<file path="src/rtl/avalon_msg_length_limiter_if.sv">
// Avalon-ST stream bundle shared by the message length limiter and its neighbours.
// Carries data/valid/rdy/sop/eop/empty. empty is log2up_func(DATA_WIDTH_IN_BYTES) bits.
interface avalon_st_if #(
    parameter int DATA_WIDTH_IN_BYTES = 16
);
    function automatic int unsigned log2up_func(input int unsigned value);
        return (value <= 1) ? 1 : $clog2(value);
    endfunction

    localparam int unsigned EMPTY_W = log2up_func(DATA_WIDTH_IN_BYTES);

    logic [8*DATA_WIDTH_IN_BYTES-1:0] data;
    logic                             valid;
    logic                             rdy;
    logic                             sop;
    logic                             eop;
    logic [EMPTY_W-1:0]               empty;

    modport master (output data, valid, sop, eop, empty, input rdy);
    modport slave  (input data, valid, sop, eop, empty, output rdy);
endinterface

</file>
<file path="src/rtl/avalon_msg_length_limiter.sv">
// Avalon-ST message length limiter.
// Passes sop..eop framed messages through one registered output stage and cuts any
// message longer than MAX_MSG_BEATS with a forced eop, draining the remaining tail.
// Each truncation raises a one-cycle too_long_error pulse alongside the cut eop beat.
// Optional statistics counters: define AVALON_MSG_LENGTH_LIMITER_STATS_EN to build
// msg_count / truncated_count; otherwise both outputs are tied to zero.
module avalon_msg_length_limiter #(
    parameter int DATA_WIDTH_IN_BYTES = 16,
    parameter int MAX_MSG_BEATS       = 64
) (
    input  logic        clk,
    input  logic        rst,
    avalon_st_if.slave  in_msg,
    avalon_st_if.master out_msg,
    output logic        too_long_error,
    output logic [15:0] msg_count,
    output logic [15:0] truncated_count
);

    function automatic int unsigned log2up_func(input int unsigned value);
        return (value <= 1) ? 1 : $clog2(value);
    endfunction

    localparam int unsigned EMPTY_W     = log2up_func(DATA_WIDTH_IN_BYTES);
    localparam int unsigned DATA_W      = 8 * DATA_WIDTH_IN_BYTES;
    localparam int unsigned CNT_W       = log2up_func(MAX_MSG_BEATS + 1);
    localparam logic [CNT_W-1:0] LAST_CNT = CNT_W'(MAX_MSG_BEATS - 1);
    localparam logic        SINGLE_BEAT = 1'(MAX_MSG_BEATS == 1);

    typedef enum logic [1:0] {
        S_IDLE,
        S_PASS,
        S_DROP
    } state_t;

    state_t r_state;
    state_t w_next_state;

    logic [CNT_W-1:0]   r_beat_cnt;
    logic               r_valid;
    logic               r_sop;
    logic               r_eop;
    logic [EMPTY_W-1:0] r_empty;
    logic [DATA_W-1:0]  r_data;
    logic               r_err;

    logic               w_out_free;
    logic               w_rdy;
    logic               w_accept;
    logic               w_emit;
    logic               w_out_sop;
    logic               w_out_eop;
    logic               w_trunc;
    logic               w_last_beat;
    logic [EMPTY_W-1:0] w_out_empty;

    assign w_out_free  = ~r_valid | out_msg.rdy;
    assign w_last_beat = (r_beat_cnt == LAST_CNT);
    assign w_accept    = in_msg.valid & w_rdy;
    // A cut eop has no input eop, so its empty is forced to zero here as well.
    assign w_out_empty = (in_msg.eop & w_out_eop) ? in_msg.empty : '0;

    // State register
    always_ff @(posedge clk) begin
        if (!rst) begin
            r_state <= S_IDLE;
        end else begin
            r_state <= w_next_state;
        end
    end

    // Next-state decode
    always_comb begin
        w_next_state = r_state;
        case (r_state)
            S_IDLE: begin
                if (w_emit && !in_msg.eop) begin
                    w_next_state = SINGLE_BEAT ? S_DROP : S_PASS;
                end
            end
            S_PASS: begin
                if (w_emit) begin
                    if (in_msg.eop) begin
                        w_next_state = S_IDLE;
                    end else if (w_last_beat) begin
                        w_next_state = S_DROP;
                    end
                end
            end
            S_DROP: begin
                if (w_accept && in_msg.eop) begin
                    w_next_state = S_IDLE;
                end
            end
            default: w_next_state = S_IDLE;
        endcase
    end

    // Per-state handshake and beat rewrite decisions
    always_comb begin
        w_rdy     = w_out_free;
        w_emit    = 1'b0;
        w_out_sop = 1'b0;
        w_out_eop = 1'b0;
        w_trunc   = 1'b0;
        case (r_state)
            S_IDLE: begin
                w_emit    = in_msg.valid & w_out_free & in_msg.sop;
                w_out_sop = 1'b1;
                w_out_eop = in_msg.eop | SINGLE_BEAT;
                w_trunc   = w_emit & ~in_msg.eop & SINGLE_BEAT;
            end
            S_PASS: begin
                w_emit    = in_msg.valid & w_out_free;
                w_out_eop = in_msg.eop | w_last_beat;
                w_trunc   = w_emit & ~in_msg.eop & w_last_beat;
            end
            S_DROP: begin
                w_rdy = 1'b1;
            end
            default: begin
                w_rdy = w_out_free;
            end
        endcase
    end

    // Output stage, error pulse and beat counter
    always_ff @(posedge clk) begin
        if (!rst) begin
            r_valid    <= 1'b0;
            r_sop      <= 1'b0;
            r_eop      <= 1'b0;
            r_empty    <= '0;
            r_data     <= '0;
            r_err      <= 1'b0;
            r_beat_cnt <= '0;
        end else begin
            if (w_emit) begin
                r_valid <= 1'b1;
                r_sop   <= w_out_sop;
                r_eop   <= w_out_eop;
                r_empty <= w_out_empty;
                r_data  <= in_msg.data;
            end else if (out_msg.rdy) begin
                r_valid <= 1'b0;
            end
            r_err <= w_trunc;
            if (w_emit && (r_state == S_IDLE)) begin
                r_beat_cnt <= CNT_W'(1);
            end else if (w_emit && (r_state == S_PASS)) begin
                r_beat_cnt <= r_beat_cnt + CNT_W'(1);
            end
        end
    end

`ifdef AVALON_MSG_LENGTH_LIMITER_STATS_EN
    logic [15:0] r_msg_count;
    logic [15:0] r_truncated_count;

    // Saturating counters of delivered and truncated messages
    always_ff @(posedge clk) begin
        if (!rst) begin
            r_msg_count       <= '0;
            r_truncated_count <= '0;
        end else begin
            if (r_valid && out_msg.rdy && r_eop && (r_msg_count != '1)) begin
                r_msg_count <= r_msg_count + 16'd1;
            end
            if (r_err && (r_truncated_count != '1)) begin
                r_truncated_count <= r_truncated_count + 16'd1;
            end
        end
    end

    assign msg_count       = r_msg_count;
    assign truncated_count = r_truncated_count;
`else
    assign msg_count       = '0;
    assign truncated_count = '0;
`endif

    assign in_msg.rdy     = w_rdy;
    assign out_msg.valid  = r_valid;
    assign out_msg.sop    = r_sop;
    assign out_msg.eop    = r_eop;
    assign out_msg.empty  = r_empty;
    assign out_msg.data   = r_data;
    assign too_long_error = r_err;

endmodule

</file>
<file path="src/flat_wrapper.sv">
// flat-port wrapper written by rule: the top's interface ports become plain ports
module avalon_msg_length_limiter_flat 
#(
    parameter int DATA_WIDTH_IN_BYTES = 16,
    parameter int MAX_MSG_BEATS       = 64
)
  (clk, rst, too_long_error, msg_count, truncated_count, in_msg_data, in_msg_valid, in_msg_sop, in_msg_eop, in_msg_empty, in_msg_rdy, out_msg_data, out_msg_valid, out_msg_sop, out_msg_eop, out_msg_empty, out_msg_rdy);
  avalon_st_if #(.DATA_WIDTH_IN_BYTES(DATA_WIDTH_IN_BYTES)) in_msg_i ();
  avalon_st_if #(.DATA_WIDTH_IN_BYTES(DATA_WIDTH_IN_BYTES)) out_msg_i ();
  input  logic clk;
  input  logic rst;
  output logic too_long_error;
  output logic [15:0] msg_count;
  output logic [15:0] truncated_count;
  input wire logic [$bits(in_msg_i.data)-1:0] in_msg_data;
  input wire logic [$bits(in_msg_i.valid)-1:0] in_msg_valid;
  input wire logic [$bits(in_msg_i.sop)-1:0] in_msg_sop;
  input wire logic [$bits(in_msg_i.eop)-1:0] in_msg_eop;
  input wire logic [$bits(in_msg_i.empty)-1:0] in_msg_empty;
  output wire logic [$bits(in_msg_i.rdy)-1:0] in_msg_rdy;
  output wire logic [$bits(out_msg_i.data)-1:0] out_msg_data;
  output wire logic [$bits(out_msg_i.valid)-1:0] out_msg_valid;
  output wire logic [$bits(out_msg_i.sop)-1:0] out_msg_sop;
  output wire logic [$bits(out_msg_i.eop)-1:0] out_msg_eop;
  output wire logic [$bits(out_msg_i.empty)-1:0] out_msg_empty;
  input wire logic [$bits(out_msg_i.rdy)-1:0] out_msg_rdy;
  assign in_msg_i.data = in_msg_data;
  assign in_msg_i.valid = in_msg_valid;
  assign in_msg_i.sop = in_msg_sop;
  assign in_msg_i.eop = in_msg_eop;
  assign in_msg_i.empty = in_msg_empty;
  assign in_msg_rdy = in_msg_i.rdy;
  assign out_msg_data = out_msg_i.data;
  assign out_msg_valid = out_msg_i.valid;
  assign out_msg_sop = out_msg_i.sop;
  assign out_msg_eop = out_msg_i.eop;
  assign out_msg_empty = out_msg_i.empty;
  assign out_msg_i.rdy = out_msg_rdy;
  avalon_msg_length_limiter #(.DATA_WIDTH_IN_BYTES(DATA_WIDTH_IN_BYTES), .MAX_MSG_BEATS(MAX_MSG_BEATS)) u_core (.clk(clk), .rst(rst), .in_msg(in_msg_i), .out_msg(out_msg_i), .too_long_error(too_long_error), .msg_count(msg_count), .truncated_count(truncated_count));
endmodule
</file>
<file path="config.mk">
export PLATFORM = sky130hd
export DESIGN_NAME = avalon_msg_length_limiter_flat
export DESIGN_NICKNAME = d
export VERILOG_FILES = /design/src/rtl/avalon_msg_length_limiter_if.sv /design/src/rtl/avalon_msg_length_limiter.sv /design/src/flat_wrapper.sv
export SDC_FILE = /design/constraint.sdc
export NUM_CORES = 1
export LEC_CHECK = 0
export ABC_CLOCK_PERIOD_IN_PS = 1930
export BUFFER_PORTS_ARGS = -buffer_cell sky130_fd_sc_hd__buf_2
export CAP_MARGIN = 40
export CORE_MARGIN = 5
export CORE_UTILIZATION = 45
export DETAILED_ROUTE_END_ITERATION = 10
export GPL_ROUTABILITY_DRIVEN = 0
export GPL_TIMING_DRIVEN = 0
export PLACE_DENSITY = 0.8
export SETUP_SLACK_MARGIN = 0.2
export SLEW_MARGIN = 10
export SYNTH_ARGS = -nofsm -noshare
export SYNTH_HDL_FRONTEND = slang
export SYNTH_SLANG_ARGS = --single-unit
</file>
<file path="constraint.sdc">
create_clock -name clk -period 1.93 [get_ports clk]
set_clock_uncertainty 0.15 [all_clocks]
set_input_delay 0.2895 -clock clk [delete_from_list [all_inputs] [get_ports clk]]
set_output_delay 0.2895 -clock clk [all_outputs]
set_load 0.005 [all_outputs]
</file>
* After elaboration in Yosys (flattened, before gate mapping)
Cells that the tools add are included.
** Operators by class
- Add/sub/neg operators :: 1
- Multipliers :: 0
- Div/mod/pow operators :: 0
- Magnitude comparators :: 0
- Equality and inequality tests :: 7
- Shifts and indexed selects :: 0
- Muxes and demuxes :: 15
- Bitwise logic cells :: 11
- Reductions and logical operators :: 11
** Operator list (number)
- $mux W2 :: 5
- $add A7 B1 Y7 const B :: 1
- $eq A7 B6 Y1 const B :: 1
- $and A1 B1 Y1 :: 6
- $mux W1 :: 6
- $ne A2 B1 Y1 const B :: 3
- $pmux W2 S3 :: 1
- $logic_and A1 B1 Y1 :: 4
- $mux W4 :: 1
- $pmux W1 S2 :: 2
- $reduce_and A4 Y1 :: 1
- $reduce_bool A2 Y1 :: 2
- $ne A3 B2 Y1 const B :: 1
- $not A1 Y1 :: 3
- $eq A2 B1 Y1 const B :: 1
- $eq A2 B2 Y1 const B :: 1
- $logic_not A2 Y1 :: 1
- $or A1 B1 Y1 :: 2
- $reduce_and A2 Y1 :: 1
- $reduce_or A2 Y1 :: 1
- $logic_not A1 Y1 :: 1
** Word-level totals
- Bits in registers :: 145
- Latch bits :: 0
- Bits in writable memories :: 0
- Bits in read-only memories :: 0
- Bits of input ports :: 138
- Output and inout bits :: 169
- Logic and storage cells :: 54
- Memories :: 0

* Longest topological paths before layout
- Word-level depth :: 8
- Depth in mapped cells :: 8
- Depth with buffers taken out :: 5

* Worst setup path before layout
No wires, ideal clock.
- Path kind :: input -> register
- Start point :: input in_msg_valid
- End point :: register u_core.r_eop, in the netlist u_core.out_msg.eop
- Setup time :: 118 ps
- Arrival :: 1269 ps
- Data required time :: 1662 ps
- Setup slack :: 393 ps
- Stages on the path :: 8
- Path buffers :: 4
- Cells stage by stage :: buf_4 -> and2b_1 -> o211a_1 -> buf_6 -> buf_12 -> buf_6 -> o21ai_2 -> a21oi_2
** On the way
- Word-level cells in the longest chain between the ends :: 3
** Ends and longest elaborated chain
- from (decl) :: line flat_wrapper.sv:16 : input wire logic [$bits(in_msg_i.valid)-1:0] in_msg_valid;
- $and A1 B1 Y1 (*) :: line avalon_msg_length_limiter.sv:108, avalon_msg_length_limiter.sv:114
- $and A1 B1 Y1 :: line avalon_msg_length_limiter.sv:108 : w_emit = in_msg.valid & w_out_free & in_msg.sop;
- $pmux W1 S2 (*) :: line avalon_msg_length_limiter.sv:106 : case (r_state)
- to (signal assigned) :: line avalon_msg_length_limiter.sv:141 : r_eop <= w_out_eop;
- to (decl) :: line avalon_msg_length_limiter.sv:42 : logic r_eop;
Every way passes the cells marked *; elsewhere a longest branch is shown, timed or not.
A chain may end at the register's enable or synchronous reset.

* Worst setup path in the final report
- Start point :: register u_core.r_state[1]
- End point :: register u_core.r_data[19], in the netlist u_core.out_msg.data[19]
** On the way
- Word-level cells in the longest chain between the ends :: 2
- Elaborated cells between the ends (all ways) :: 3
- Classes of those cells :: eq/ne (1); mux (1); reduce/logical (1)
** Ends and longest elaborated chain
- from (decl) :: line avalon_msg_length_limiter.sv:36 : state_t r_state;
- from (signal assigned) :: line avalon_msg_length_limiter.sv:68 : r_state <= w_next_state;
- $eq A2 B1 Y1 or $logic_not A2 Y1 (tied branches) :: line avalon_msg_length_limiter.sv:106
- $pmux W1 S2 (*) :: line avalon_msg_length_limiter.sv:106
- to (signal assigned) :: line avalon_msg_length_limiter.sv:143 : r_data <= in_msg.data;
- to (decl) :: line avalon_msg_length_limiter.sv:44 : logic [DATA_W-1:0] r_data;
Marked as above.

==> results.md <==
- Power density cells: 822 nW/um2
- WS Path Type: reg -> reg
- Total global-route track usage: 0.272
- Slew HR: 0.551
- Post-layout minimum cycle time: 1.71 ns
- CTS tree: done
- Via count: 6450
- CTS H-Tree Depth: 4
- Synth unique cells: 32
- Largest net degree at the start of global routing: 17
- Clock network fraction of total power: 0.438
- Global route overflow: 0
- Initial antenna violation count: 0
- Internal: 5940 uW
- Worst hold stages: 3
- Io pins: 307
- Netlist Area Pre-Place: 5830 um2
- Startpoint types: flip-flop
- Run status: finished clean
- Worst-skew pair later-pin latency: 0.43 ns
- Root Buffer: clkbuf_16
- Worst R2R Path Depth: 6
- Hold/Removal Path Class: in -> reg
- Worst hold start: in_msg_empty[0]
- Core area: 12700 um2
- Tcrit/Tclk final: 0.884
- First-pass GRT wire length: 32300 um
- Post-Syn Instances: 671
- Sum Neg Setup Slack: 0 ns
- Sinks on Clock Net: 145
- CP max stage delay: 0.36 ns
- Port bufs: 272
- Clk slew on worst S/H paths: 0.06 ns
- Worst flop-to-flop path endpoint: u_core.out_msg.data[19]
- Number of synthesized register bits: 145
- Drt first pass iters: 7
- Leakage Power: 0.00448 uW
- Wirelength per Cell: 16.5 um
- WP data required: 2.13 ns
- Pre-CTS setup slack: 0.181 ns
- Switch share: 0.241
- Flop2flop setup slack: 0.22 ns
- Worst ir drop on vdd: 0.000645 V
- RSZ-0062 raised after global routing: yes
- Arrival time at the worst endpoint: 1.91 ns
- Max Slew Vio Count: 0
- Crit-path max FO: 10
- CTS buffer count: 17
- Total Routed Length: 21600 um
- Maxcap violations: 0
- Die Area: 15300 um2
- Slowest CP cell: dfxtp_2
- Mapped Avg Cell Area: 8.69 um2
- DP Wirelength: 12800 um
- Clock Path Buffers: 2
- Actual slew at the worst max-slew pin: 0.673 ns
- Proportion of layout cells with a drive suffix above 1: 0.346
- Final Setup Violations: 0
- Finished Core Util: 0.751
- Iteration-0 DRC Markers: 413
- Critical path endpoint category: flip-flop
- Final Hold Fails: 0
- Seq pwr share: 0.414
- DR vias/cell: 4.92
- Hold Crit Endpoint: u_core.out_msg.empty[0]
- Number of global-route vias before repair: 6522
- Nets: 1264
- Area added between synthesis and finish: 63.2%
- Seq/Total Area, Yosys: 0.498
- Drt drc: 0
- FILL cells: 781
- Comb pwr share: 0.148
- Die height: 124 um
- Initial Util: 0.460
- YS warnings: 0
- Worst r2r src: u_core.r_state[1]
- CP Cell Sequence: and2b_2 > o211ai_4 > buf_6 > clkbuf_4 > nand2_1 > a21boi_2
- Die Width: 124 um
- Max Fclk: 0.586 GHz
- Final worst slack: 0.223 ns
- Row cnt: 41
- Antenna viol nets, final: 0
- Switching pwr: 1890 uW
[cells in the mapped netlist]
| master | n | area [um2] |
|---|---|---|
| nand2_1 | 255 | 957 |
| dfxtp_1 | 145 | 2900 |
| a21boi_0 | 74 | 556 |
| a21boi_1 | 54 | 405 |
| buf_4 | 40 | 300 |
| clkbuf_1 | 15 | 56.3 |
| buf_2 | 14 | 70.1 |
| a21boi_2 | 8 | 90.1 |
| buf_6 | 8 | 90.1 |
| nand2_2 | 8 | 50.1 |
| nor2_1 | 7 | 26.3 |
| xor2_1 | 6 | 52.6 |
| nand3_1 | 5 | 25.0 |
| nand4_1 | 5 | 31.3 |
| nand2b_1 | 4 | 25.0 |
| and3_1 | 3 | 18.8 |
| a21oi_1 | 2 | 10.0 |
| and2b_1 | 2 | 15.0 |
| and4b_1 | 2 | 20.0 |
| nor3b_1 | 2 | 15.0 |
| a21oi_2 | 1 | 8.76 |
| buf_12 | 1 | 20.0 |
| conb_1 | 1 | 3.75 |
| ha_1 | 1 | 12.5 |
| mux2i_1 | 1 | 10.0 |
| nand4b_1 | 1 | 8.76 |
| nor2b_1 | 1 | 6.26 |
| o211a_1 | 1 | 10.0 |
| o211ai_2 | 1 | 12.5 |
| o21ai_0 | 1 | 5.00 |
| o21ai_2 | 1 | 8.76 |
| o31a_1 | 1 | 8.76 |
[worst max path at each step]
stage                    startpoint                 endpoint  cells past startpoint
2_1_floorplan          in_msg_valid       u_core.out_msg.eop                      8
3_3_place_gp           in_msg_valid  u_core.out_msg.data[70]                      7
3_5_place_dp           in_msg_valid  u_core.out_msg.data[68]                      7
4_1_cts        u_core.out_msg.valid               in_msg_rdy                      4
5_1_grt           u_core.r_state[1]  u_core.out_msg.data[19]                      6
6_report          u_core.r_state[1]  u_core.out_msg.data[19]                      6
[cells in the final DEF (no fill, tap or decap), types with 6 or more instances in the layout]
| master | instances |
|---|---|
| clkbuf_16 | 17 |
| dfxtp_1 | 142 |
| nand2_2 | 8 |
| xor2_1 | 6 |
| nand2_1 | 255 |
| conb_1 | 32 |
| nor2_1 | 7 |
| clkbuf_1 | 17 |
| buf_4 | 42 |
| a21boi_0 | 71 |
| a21boi_2 | 12 |
| buf_2 | 280 |
| dlygate4sd3_1 | 131 |
| buf_6 | 9 |
| a21boi_1 | 53 |
[worst max-delay path: cells and delay by family, from the launching register on]
family          cells  cell delay, ns
buf+inv             2            0.40
flops               1            0.36
compound gates      2            0.33
simple gates        2            0.37
[state kept, by name, indices dropped and copies added, names as in the netlist]
name and flops:
u_core.out_msg.empty 4, u_core.r_beat_cnt 7, u_core.out_msg.valid 1, u_core.r_state 2, u_core.out_msg.data 128, u_core.out_msg.sop 1, u_core.too_long_error 1, u_core.out_msg.eop 1
[power groups by stage]
stage               registers [uW]  logic, uW  clock network (uW)
floorplan                     3300        453                   0
global placement              3280        874                   0
detailed placement            3290        881                   0
CTS                           3230       1100                3450
global route                  3250       1260                3600
finish                        3240       1160                3430
[layer usage]
| metal | vias to the layer above | GRT usage | wire [um] |
|---|---|---|---|
| li1 | 3024 | - | - |
| met4 | 0 | 0.164 | 961 |
| met2 | 366 | 0.460 | 10700 |
| met1 | 2983 | 0.287 | 7780 |
| met3 | 77 | 0.102 | 2200 |
| met5 | - | 0 | 0 |
[layout make-up]
cell class                      count  area (um2)  share of cell area
Multi-Input combinational cell    479        2540               0.267
Timing Repair Buffer              404        2680               0.282
Tap cell                          172         215              0.0226
Antenna cell                        1        2.50            0.000263
Sequential cell                   145        2910               0.305
Clock buffer                       23         488              0.0513
Buffer                             78         556              0.0584
Clock inverter                      9         129              0.0135
[what timing repair did]
item | in CTS | in global routing
setup buffers | 1 | 0
endpoints found under the hold margin | 131 | 0
gates cloned | 0 | 0
setup endpoints to repair | 5 | 110
resized for setup | 1 | 20
pin swaps | 0 | 1
hold buffers | 131 | 0
[logic make-up (layout without fill, tap and decap cells)]
family | Yosys count | after routing | share of synthesized area
compound gates | 144 | 144 | 0.191
fa+ha+maj | 1 | 1 | 0.00215
buf+inv | 78 | 514 | 0.0920
flops | 145 | 145 | 0.498
mux | 1 | 1 | 0.00172
xor+xnor | 6 | 6 | 0.00901
simple gates | 295 | 295 | 0.206
other cells | 1 | 33 | 0.000643
[per-stage QoR]
stage | instances | cell area, um2 | total power [uW] | hold WS, ns
after floorplan | 702 | 5950 | 3760 | 0.215
after global placement | 1146 | 7520 | 4160 | 0.285
after detailed placement | 1146 | 7520 | 4170 | 0.292
after CTS | 1310 | 9460 | 7770 | 0.00423
after global routing | 1310 | 9520 | 8110 | 0.00423
final | 1311 | 9520 | 7830 | 0.00145
(Power assumes the default switching activity.)
